File: src/rtl/ps2_pkg.sv
// Shared definitions for the PS/2 event filter.
// Contents: decode FSM state encoding, default prefix byte values,
// and the bit layout of one queued event entry {ext, brk, code}.
package ps2_pkg;

  localparam logic [1:0] S_IDLE = 2'd0;
  localparam logic [1:0] S_EXT  = 2'd1;
  localparam logic [1:0] S_BRK  = 2'd2;

  localparam logic [7:0] BREAK_CODE_DEF = 8'hF0;
  localparam logic [7:0] EXT_CODE_DEF   = 8'hE0;

  // Event entry layout: code occupies [data_w-1:0], then brk, then ext.
  localparam int unsigned EV_CODE_LSB = 0;

  function automatic int unsigned ev_brk_bit(input int unsigned data_w);
    return data_w;
  endfunction

  function automatic int unsigned ev_ext_bit(input int unsigned data_w);
    return data_w + 1;
  endfunction

endpackage

File: src/rtl/ps2_event_filter_if.sv
// Bus between the PS/2 receiver / control logic and the event filter.
// master: drives received bytes, strobe, pop and overflow clear.
// slave : the filter; returns head event fields, occupancy, overflow.
interface ps2_event_filter_if #(
  parameter int DATA_W     = 8,
  parameter int FIFO_DEPTH = 4
);
  logic [DATA_W-1:0]             ps2_Rx;
  logic                          rx_done;
  logic                          rd_en;
  logic                          clr_ovf;
  logic [DATA_W-1:0]             Save;
  logic                          ev_ext;
  logic                          ev_break;
  logic                          ev_valid;
  logic [$clog2(FIFO_DEPTH):0]   fifo_cnt;
  logic                          overflow;

  modport master (
    output ps2_Rx, rx_done, rd_en, clr_ovf,
    input  Save, ev_ext, ev_break, ev_valid, fifo_cnt, overflow
  );

  modport slave (
    input  ps2_Rx, rx_done, rd_en, clr_ovf,
    output Save, ev_ext, ev_break, ev_valid, fifo_cnt, overflow
  );
endinterface

File: src/rtl/ps2_event_fifo.sv
// Synchronous first-word-fall-through FIFO.
// Ports: clk, rst_n (sync active-low), push/din, pop, dout (head entry,
// zero when empty), full, empty, count (occupancy).
// A push while full is accepted only when a pop happens in the same cycle.
module ps2_event_fifo #(
  parameter int WIDTH = 10,
  parameter int DEPTH = 4
) (
  input  logic                     clk,
  input  logic                     rst_n,
  input  logic                     push,
  input  logic [WIDTH-1:0]         din,
  input  logic                     pop,
  output logic [WIDTH-1:0]         dout,
  output logic                     full,
  output logic                     empty,
  output logic [$clog2(DEPTH):0]   count
);
  localparam int AW = $clog2(DEPTH);
  localparam logic [AW:0] DEPTH_C = (AW + 1)'(DEPTH);

  logic [WIDTH-1:0] mem [DEPTH];
  logic [AW-1:0]    wr_ptr;
  logic [AW-1:0]    rd_ptr;
  logic             do_push;
  logic             do_pop;

  assign empty   = (count == '0);
  assign full    = (count == DEPTH_C);
  assign do_pop  = pop && !empty;
  assign do_push = push && (!full || do_pop);
  assign dout    = empty ? '0 : mem[rd_ptr];

  always_ff @(posedge clk) begin
    if (do_push) mem[wr_ptr] <= din;
  end

  // Pointers are AW bits wide, so wrap modulo DEPTH is implicit.
  always_ff @(posedge clk) begin
    if (!rst_n) begin
      wr_ptr <= '0;
      rd_ptr <= '0;
      count  <= '0;
    end else begin
      if (do_push) wr_ptr <= wr_ptr + 1'b1;
      if (do_pop)  rd_ptr <= rd_ptr + 1'b1;
      case ({do_push, do_pop})
        2'b10:   count <= count + 1'b1;
        2'b01:   count <= count - 1'b1;
        default: count <= count;
      endcase
    end
  end
endmodule

File: src/rtl/ps2_event_filter.sv
// PS/2 scan-code event filter.
// Decodes make / break / E0-extended byte sequences into key events,
// optionally drops typematic repeats of the held key, and queues events
// in a FWFT FIFO.
// Ports: Clk_F, Reset_F (sync active-low), bus (slave side):
//   ps2_Rx/rx_done in, rd_en pop, clr_ovf clears sticky overflow;
//   Save/ev_ext/ev_break head event, ev_valid, fifo_cnt, overflow out.
module ps2_event_filter
  import ps2_pkg::*;
#(
  parameter int                DATA_W          = 8,
  parameter int                FIFO_DEPTH      = 4,
  parameter logic [DATA_W-1:0] BREAK_CODE      = DATA_W'(BREAK_CODE_DEF),
  parameter logic [DATA_W-1:0] EXT_CODE        = DATA_W'(EXT_CODE_DEF),
  parameter int                REPORT_MAKE     = 1,
  parameter int                SUPPRESS_REPEAT = 1
) (
  input logic               Clk_F,
  input logic               Reset_F,
  ps2_event_filter_if.slave bus
);
  localparam int EW = DATA_W + 2;

  logic [1:0]        state;
  logic              ext;
  logic              held_valid;
  logic              held_ext;
  logic [DATA_W-1:0] held_code;
  logic              overflow_q;

  logic              is_brk_byte;
  logic              is_ext_byte;
  logic              ev_fire;
  logic              ev_is_brk;
  logic              held_match;
  logic              push;
  logic              drop;
  logic [EW-1:0]     entry;
  logic [EW-1:0]     head;
  logic              fifo_full;
  logic              fifo_empty;

  assign is_brk_byte = (bus.ps2_Rx == BREAK_CODE);
  assign is_ext_byte = (bus.ps2_Rx == EXT_CODE);

  // A non-prefix byte completes an event; S_BRK makes it a break.
  always_comb begin
    ev_fire   = 1'b0;
    ev_is_brk = 1'b0;
    if (bus.rx_done && !is_brk_byte && !is_ext_byte) begin
      ev_fire   = 1'b1;
      ev_is_brk = (state == S_BRK);
    end
  end

  // The ext register is 0 in S_IDLE and 1 in S_EXT, so it always carries
  // the extended flag of the event being completed.
  assign held_match = held_valid && (held_ext == ext) && (held_code == bus.ps2_Rx);

  always_comb begin
    push = 1'b0;
    if (ev_fire) begin
      if (ev_is_brk)
        push = 1'b1;
      else
        push = (REPORT_MAKE != 0) && !((SUPPRESS_REPEAT != 0) && held_match);
    end
  end

  // When full, the FIFO is non-empty, so rd_en always yields a real pop.
  assign drop = push && fifo_full && !bus.rd_en;

  always_comb begin
    entry = '0;
    entry[EV_CODE_LSB +: DATA_W]   = bus.ps2_Rx;
    entry[ev_brk_bit(DATA_W)]      = ev_is_brk;
    entry[ev_ext_bit(DATA_W)]      = ext;
  end

  always_ff @(posedge Clk_F) begin
    if (!Reset_F) begin
      state <= S_IDLE;
      ext   <= 1'b0;
    end else if (bus.rx_done) begin
      case (state)
        S_IDLE: begin
          if (is_ext_byte) begin
            state <= S_EXT;
            ext   <= 1'b1;
          end else if (is_brk_byte) begin
            state <= S_BRK;
            ext   <= 1'b0;
          end
        end
        S_EXT: begin
          if (is_brk_byte) begin
            state <= S_BRK;
          end else if (!is_ext_byte) begin
            state <= S_IDLE;
            ext   <= 1'b0;
          end
        end
        S_BRK: begin
          if (!is_brk_byte && !is_ext_byte) begin
            state <= S_IDLE;
            ext   <= 1'b0;
          end
        end
        default: begin
          state <= S_IDLE;
          ext   <= 1'b0;
        end
      endcase
    end
  end

  always_ff @(posedge Clk_F) begin
    if (!Reset_F) begin
      held_valid <= 1'b0;
      held_ext   <= 1'b0;
      held_code  <= '0;
    end else if (ev_fire) begin
      if (!ev_is_brk && !held_match) begin
        held_valid <= 1'b1;
        held_ext   <= ext;
        held_code  <= bus.ps2_Rx;
      end else if (ev_is_brk && held_match) begin
        held_valid <= 1'b0;
      end
    end
  end

  // Set wins over clear.
  always_ff @(posedge Clk_F) begin
    if (!Reset_F)         overflow_q <= 1'b0;
    else if (drop)        overflow_q <= 1'b1;
    else if (bus.clr_ovf) overflow_q <= 1'b0;
  end

  ps2_event_fifo #(
    .WIDTH (EW),
    .DEPTH (FIFO_DEPTH)
  ) u_fifo (
    .clk   (Clk_F),
    .rst_n (Reset_F),
    .push  (push),
    .din   (entry),
    .pop   (bus.rd_en),
    .dout  (head),
    .full  (fifo_full),
    .empty (fifo_empty),
    .count (bus.fifo_cnt)
  );

  assign bus.Save     = head[EV_CODE_LSB +: DATA_W];
  assign bus.ev_break = head[ev_brk_bit(DATA_W)];
  assign bus.ev_ext   = head[ev_ext_bit(DATA_W)];
  assign bus.ev_valid = !fifo_empty;
  assign bus.overflow = overflow_q;
endmodule

File: src/flat_wrapper.sv
// flat-port wrapper written by rule: the top's interface ports become plain ports
module ps2_event_filter_flat import ps2_pkg::*;
#(
  parameter int                DATA_W          = 8,
  parameter int                FIFO_DEPTH      = 4,
  parameter logic [DATA_W-1:0] BREAK_CODE      = DATA_W'(BREAK_CODE_DEF),
  parameter logic [DATA_W-1:0] EXT_CODE        = DATA_W'(EXT_CODE_DEF),
  parameter int                REPORT_MAKE     = 1,
  parameter int                SUPPRESS_REPEAT = 1
)
  (Clk_F, Reset_F, bus_ps2_Rx, bus_rx_done, bus_rd_en, bus_clr_ovf, bus_Save, bus_ev_ext, bus_ev_break, bus_ev_valid, bus_fifo_cnt, bus_overflow);
  ps2_event_filter_if #(.DATA_W(DATA_W), .FIFO_DEPTH(FIFO_DEPTH)) bus_i ();
  input logic Clk_F;
  input logic Reset_F;
  input wire logic [$bits(bus_i.ps2_Rx)-1:0] bus_ps2_Rx;
  input wire logic [$bits(bus_i.rx_done)-1:0] bus_rx_done;
  input wire logic [$bits(bus_i.rd_en)-1:0] bus_rd_en;
  input wire logic [$bits(bus_i.clr_ovf)-1:0] bus_clr_ovf;
  output wire logic [$bits(bus_i.Save)-1:0] bus_Save;
  output wire logic [$bits(bus_i.ev_ext)-1:0] bus_ev_ext;
  output wire logic [$bits(bus_i.ev_break)-1:0] bus_ev_break;
  output wire logic [$bits(bus_i.ev_valid)-1:0] bus_ev_valid;
  output wire logic [$bits(bus_i.fifo_cnt)-1:0] bus_fifo_cnt;
  output wire logic [$bits(bus_i.overflow)-1:0] bus_overflow;
  assign bus_i.ps2_Rx = bus_ps2_Rx;
  assign bus_i.rx_done = bus_rx_done;
  assign bus_i.rd_en = bus_rd_en;
  assign bus_i.clr_ovf = bus_clr_ovf;
  assign bus_Save = bus_i.Save;
  assign bus_ev_ext = bus_i.ev_ext;
  assign bus_ev_break = bus_i.ev_break;
  assign bus_ev_valid = bus_i.ev_valid;
  assign bus_fifo_cnt = bus_i.fifo_cnt;
  assign bus_overflow = bus_i.overflow;
  ps2_event_filter #(.DATA_W(DATA_W), .FIFO_DEPTH(FIFO_DEPTH), .BREAK_CODE(BREAK_CODE), .EXT_CODE(EXT_CODE), .REPORT_MAKE(REPORT_MAKE), .SUPPRESS_REPEAT(SUPPRESS_REPEAT)) u_core (.Clk_F(Clk_F), .Reset_F(Reset_F), .bus(bus_i));
endmodule
File: config.mk
export PLATFORM = sky130hd
export DESIGN_NAME = ps2_event_filter_flat
export DESIGN_NICKNAME = d
export VERILOG_FILES = /design/src/rtl/ps2_pkg.sv /design/src/rtl/ps2_event_filter_if.sv /design/src/rtl/ps2_event_fifo.sv /design/src/rtl/ps2_event_filter.sv /design/src/flat_wrapper.sv
export SDC_FILE = /design/constraint.sdc
export NUM_CORES = 1
export LEC_CHECK = 0
export ABC_CLOCK_PERIOD_IN_PS = 2800
export CAP_MARGIN = 0
export CELL_PAD_IN_SITES_DETAIL_PLACEMENT = 1
export CELL_PAD_IN_SITES_GLOBAL_PLACEMENT = 2
export CORE_MARGIN = 2
export CORE_UTILIZATION = 30
export DETAILED_ROUTE_END_ITERATION = 10
export PLACE_DENSITY = 0.77
export SLEW_MARGIN = 10
export SYNTH_ARGS = -nofsm -noshare
export SYNTH_HDL_FRONTEND = slang
export SYNTH_SLANG_ARGS = --single-unit
File: constraint.sdc
create_clock -name Clk_F -period 2.8 [get_ports Clk_F]
set_clock_uncertainty 0.05 [all_clocks]
set_input_delay 0.28 -clock Clk_F [delete_from_list [all_inputs] [get_ports Clk_F]]
set_output_delay 0.28 -clock Clk_F [all_outputs]
set_load 0.01 [all_outputs]
After elaboration in Yosys (flattened, before gate mapping)

Memory sizes are Yosys's and may differ from the RTL's. A register that Yosys moved wholly into a read port is not among the register bits.
Index checks and enable logic that the tools add are counted.

Bits in registers: 21
Logic and storage cells: 82
Memories kept: 1
RAM bits: 40
Output and inout bits: 15
Input port bits: 13

Reduce and logical (&&, ||, !) cells: 28
Add/subtract/negate cells: 4
Eq/ne operators: 14
Muxes and demuxes: 26

Memory list:

| memory            | words | bits a word | rd ports | clocked after memory_dff | write ports | RTL line             | RTL |
|---|---|---|---|---|---|---|---|
| u_core.u_fifo.mem | 4     | 10          | 1        | 1                        | 1           | ps2_event_fifo.sv:22 | `logic [WIDTH-1:0] mem [DEPTH];` |

Operators with widths:

| cell                | count |
|---|---|
| $eq 8x8->1 const B  | 2 |
| $mux 1              | 15 |
| $mux 2              | 7 |
| $logic_and 1x1->1   | 11 |
| $mux 10             | 1 |
| $eq 8x8->1          | 1 |
| $logic_not 1->1     | 7 |
| $ne 2x2->1 const B  | 3 |
| $pmux 2 s3          | 1 |
| $pmux 3 s2          | 1 |
| $reduce_bool 2->1   | 3 |
| $reduce_and 5->1    | 1 |
| $add 2x1->2 const B | 2 |
| $eq 2x1->1 const B  | 2 |
| $eq 2x2->1 const B  | 2 |
| $reduce_and 2->1    | 2 |
| $reduce_and 4->1    | 1 |
| $add 3x1->3 const B | 1 |
| $eq 3x3->1 const B  | 1 |
| $logic_not 3->1     | 1 |
| $ne 3x1->1 const B  | 1 |
| $ne 3x2->1 const B  | 1 |
| $pmux 1 s3          | 1 |
| $sub 3x1->3 const B | 1 |
| 3 further kinds     | 3 |

Depth between registers and ports, before layout

Depth after elaboration: 10
Mapped depth: 13
Depth with buffers taken out: 12

Hierarchy

From an unflattened synthesis, not the netlist that was laid out.

Cells, all modules: 224
Area total of the unflattened synthesis: 2911.5 µm²

Modules (own cells, without submodules):

| module           | times used | seq. area each (µm²) | area each (µm²) | cells an instance |
|---|---|---|---|---|
| ps2_event_fifo   | 1          | 1381.3               | 2087.0          | 129 |
| ps2_event_filter | 1          | 280.3                | 824.5           | 95 |

Worst setup path after synthesis

OpenSTA, ideal clock, no wires.

Path type: in2reg
Start: input port bus_ps2_Rx[3]
End: register u_core.u_fifo.count[2]
Path slack: -0.032 ns
Arrival: 2.710 ns
Stages: 12
Data required time: 2.678 ns
Library setup time: 0.072 ns
Buffers on the path: 0
Cell sequence: nand4b_1 nor2_1 nor4b_1 inv_1 ha_1 nand2b_1 a21oi_1 nor2_1 fa_1 and2_1 a22oi_1 mux2i_1

Longest elaborated chain between the ends: 10
Elaborated cells between the ends (all ways): 18
Classes of those cells: eq/ne (5); mux (5); reduce/logical (8)

Ends and longest elaborated chain:

| element                                         | RTL line               | RTL |
|---|---|---|
| from (decl)                                     | flat_wrapper.sv:15     | `input wire logic [$bits(bus_i.ps2_Rx)-1:0] bus_ps2_Rx;` |
| $eq 8x8->1                                      | ps2_event_filter.sv:43 | `assign is_brk_byte = (bus.ps2_Rx == BREAK_CODE);` |
| $logic_not 1->1                                 | ps2_event_filter.sv:50 | `if (bus.rx_done && !is_brk_byte && !is_ext_byte) begin` |
| $logic_and 1x1->1                               | ps2_event_filter.sv:50 |  |
| $logic_and 1x1->1 (*)                           | ps2_event_filter.sv:50 |  |
| $mux 1 (*)                                      | ps2_event_filter.sv:50 |  |
| via u_core.ev_is_brk                            | ps2_event_filter.sv:34 | `logic ev_is_brk;` |
| $mux 1 (*)                                      | ps2_event_filter.sv:63 | `if (ev_is_brk)` |
| $mux 1 (*)                                      | ps2_event_filter.sv:62 | `if (ev_fire) begin` |
| $logic_and 1x1->1 (*)                           | ps2_event_fifo.sv:31   | `assign do_push = push && (!full \|\| do_pop);` |
| $eq 2x1->1 or $eq 2x2->1 (tied branches)        | ps2_event_fifo.sv:47   | `case ({do_push, do_pop})` |
| $pmux 3 s2 or $reduce_bool 2->1 (tied branches) | n/a                    |  |
| to (signal assigned)                            | ps2_event_fifo.sv:48   | `2'b10: count <= count + 1'b1;` |
| to (signal assigned)                            | ps2_event_fifo.sv:49   | `2'b01: count <= count - 1'b1;` |
| to (signal assigned)                            | ps2_event_fifo.sv:50   | `default: count <= count;` |
| to (decl)                                       | ps2_event_fifo.sv:17   | `output logic [$clog2(DEPTH):0] count` |

The timed path passes the listed nets; every way through them passes the cells marked *.
A chain may end at the register's enable or synchronous reset.

Worst setup path in the final report

Start: input port bus_ps2_Rx[2]
End: register u_core.u_fifo.count[2]

Same word-level chain as after synthesis.

==> results.json <==
{
  "status": "finished, final reports clean",
  "via_per_inst": 4.79,
  "regArea_mm2": 0.00166,
  "grt-ovfl-total": 0,
  "peakVddDrop_uv": 275,
  "hold_buffers": 0,
  "tightest_slew_ns": 0.643,
  "critPathRequiredTime_ns": 3.01,
  "syn_area_mm2": 0.00276,
  "crit_path_top_delay_cell": "clkdlybuf4s50_1",
  "gp_congestion": 0.726,
  "numCtsBuffers": 9,
  "setup_viol": 0,
  "cp_max_fo": 2,
  "drc": 0,
  "post-route-min-period_ns": 2.61,
  "cts_tree": "yes",
  "setup_tns_ns": 0,
  "crit_type": "in -> reg",
  "hpwl_um": 4160,
  "detail_route.wl_per_cell_um": 15.6,
  "crit_top_cell": "nor2_1",
  "antenna_left": 0,
  "htree_levels": 3,
  "async_reset_ff_share_pct": 0,
  "drt-initial-drc-count": 76,
  "drt_wl_total_um": 5830,
  "final_nets": 280,
  "cts_sinks": 63,
  "n_antenna_cell": 0,
  "area_growth_pct": 31.8,
  "clockBufferDepth": 2,
  "yosysSeqAreaShare_pct": 60.2,
  "r2r-start": "u_core.held_code[6]",
  "portBuffers": 27,
  "nFillCells": 925,
  "track_usage_pct": 12.7,
  "dieArea_mm2": 0.00998,
  "r2r_end": "u_core.u_fifo.count[2]",
  "crit_buf_inv": 2,
  "hold_viol": 0,
  "min_from": "bus_ps2_Rx[1]",
  "cts_root_buf": "clkbuf_8",
  "drive_above_1_share_pct": 24.5,
  "maxCapViolCount": 0,
  "synth_nets": 220,
  "ys_types": 39,
  "start_kind": "input pin",
  "grt_pass1_wl_um": 9600,
  "grt_max_degree": 20,
  "core_mm2": 0.00881,
  "antenna_found_initial": 0,
  "slowest_delay_ns": 0.52,
  "ios": 28,
  "avgSynthCellArea_um2": 13.8,
  "postLayoutCoreUtil_pct": 41.3,
  "start_util_pct": 31.3,
  "reg2reg_depth": 12,
  "power_w": 0.00254,
  "min_path_cells": 2,
  "grt_pass1_vias": 1861,
  "path_delay_family": "simple AND/OR/NAND/NOR gates",
  "min_path_type": "in -> reg",
  "path_cells": "clkdlybuf4s50_1 > or3_4 > nor2_1 > nor4b_2 > inv_1 > ha_1 > nand2b_1 > a21oi_2 > nor2_1 > fa_2 > and2_1 > a22oi_1 > mux2i_1",
  "fp-row-count": 34,
  "crit_arrival_ns": 2.82,
  "powerDensity_mw_per_mm2": 699,
  "dr.pass1.iters": 4,
  "synth_warnings": 0,
  "relSlewSlack_pct": 56.9,
  "ys_ff_latch": 63,
  "ys.flop_type": "edfxtp_1",
  "r2r_setup_slack_ns": 0.39,
  "clock_latency_ns": 0.33,
  "end_kind": "flip-flop",
  "die_width_um": 99.9,
  "fmax_ghz": 0.383,
  "synth_edf_count": 40,
  "leakage_nw": 1.32,
  "min_to": "u_core.u_fifo.mem[0][1]",
  "syn_inst": 200,
  "maxSlewViolCount": 0,
  "vias": 1788,
  "multi_input_area_mm2": 0.00108,
  "die_h_um": 99.9,
  "clkSlewWorstSetupHoldPaths_ns": 0.07,
  "period_share_pct": 93.2
}
[layer usage]
layer  GRT usage, %  wire (um)  up-vias
li1               -          -      856
met1           16.4       2680      897
met2           20.8       2880       25
met3           2.58        167       10
met4           5.90        106        0
met5              0          0        -
[cells by family (layout without fill, tap and decap cells)]
family | Yosys count | in the layout | synth area share [%]
AND/OR/NAND/NOR | 66 | 66 | 13.0
flip-flops | 63 | 63 | 60.2
multiplexers | 21 | 21 | 12.3
AO/OA/AOI/OAI | 18 | 18 | 5.13
buffers and inverters | 13 | 78 | 2.13
XOR/XNOR | 12 | 12 | 3.81
adder cells (fa/ha/maj) | 7 | 7 | 3.45
[cell usage after synthesis (all sizes together), types with 3 or more instances]
master  count  area (um2)
a21oi       8        40.0
and2       15        93.8
buf         4        25.0
dfxtp      23         460
edfxtp     40        1200
ha          6        75.1
inv         6        22.5
mux2i      11         114
mux4       10         225
nand2      10        37.5
nand2b      3        18.8
nand3       6        30.0
nand4       3        18.8
nor2       16        60.1
or3         3        18.8
xor2       10        87.6
[through the flow]
stage	instances	hold slack [ns]	setup WS, ns	cell area (um2)
2_1_floorplan	200	0.329	0.122	2770
3_3_place_gp	356	0.404	-0.189	3390
3_5_place_dp	356	0.411	-0.294	3390
4_1_cts	372	0.423	0.0455	3590
5_1_grt	373	0.320	-0.00967	3640
6_report	373	0.314	0.190	3640
[power breakdown]
group          internal [W]  switching, W  total (W)
Clock              0.000412      0.000365   0.000776
Sequential          0.00107     0.0000556    0.00112
Combinational      0.000370      0.000274   0.000644
Total               0.00185      0.000694    0.00254
[area by class of cell]
cell class                 instances  area share (%)
multi-input combinational        124            29.7
clock buffer                       9            3.41
timing repair buffer              55            14.8
tap                              108            3.72
inverter                           7           0.723
clock inverter                     7            2.03
sequential                        63            45.7
[what timing repair did]
action	4_1_cts	5_1_grt
gates resized for setup	0	8
endpoints found under the setup margin	0	1
setup buffers	0	1
[state kept, by name (all words and copies together) (netlist names), named ones only]
signal and flops:
u_core.u_fifo.mem 40, u_core.held_code 8, u_core.u_fifo.count 3, u_core.state 2, u_core.u_fifo.rd_ptr 2, u_core.u_fifo.wr_ptr 2
u_core.bus.overflow 1, u_core.ext 1, u_core.held_ext 1, u_core.held_valid 1
[layout by cell type, fill, tap and decap left out, types with 10 or more instances in the layout]
cell             instances
nand2_1                 10
and2_1                  15
mux4_2                  10
edfxtp_1                40
clkdlybuf4s50_1         26
nor2_1                  16
dfxtp_1                 23
mux2i_1                 10
buf_4                   23
[worst max path at each step]
stage,slack (ns),start,cells past startpoint,to
after floorplan,0.12,bus_ps2_Rx[3],12,u_core.u_fifo.count[2]
after global routing,-0.01,bus_ps2_Rx[6],14,u_core.u_fifo.count[2]
after global placement,-0.19,bus_ps2_Rx[0],13,u_core.u_fifo.count[2]
final,0.19,bus_ps2_Rx[2],13,u_core.u_fifo.count[2]
after detailed placement,-0.29,bus_ps2_Rx[1],13,u_core.u_fifo.count[2]
after CTS,0.05,bus_ps2_Rx[1],13,u_core.u_fifo.count[2]
Note: power is estimated with default switching activity, not from simulation.
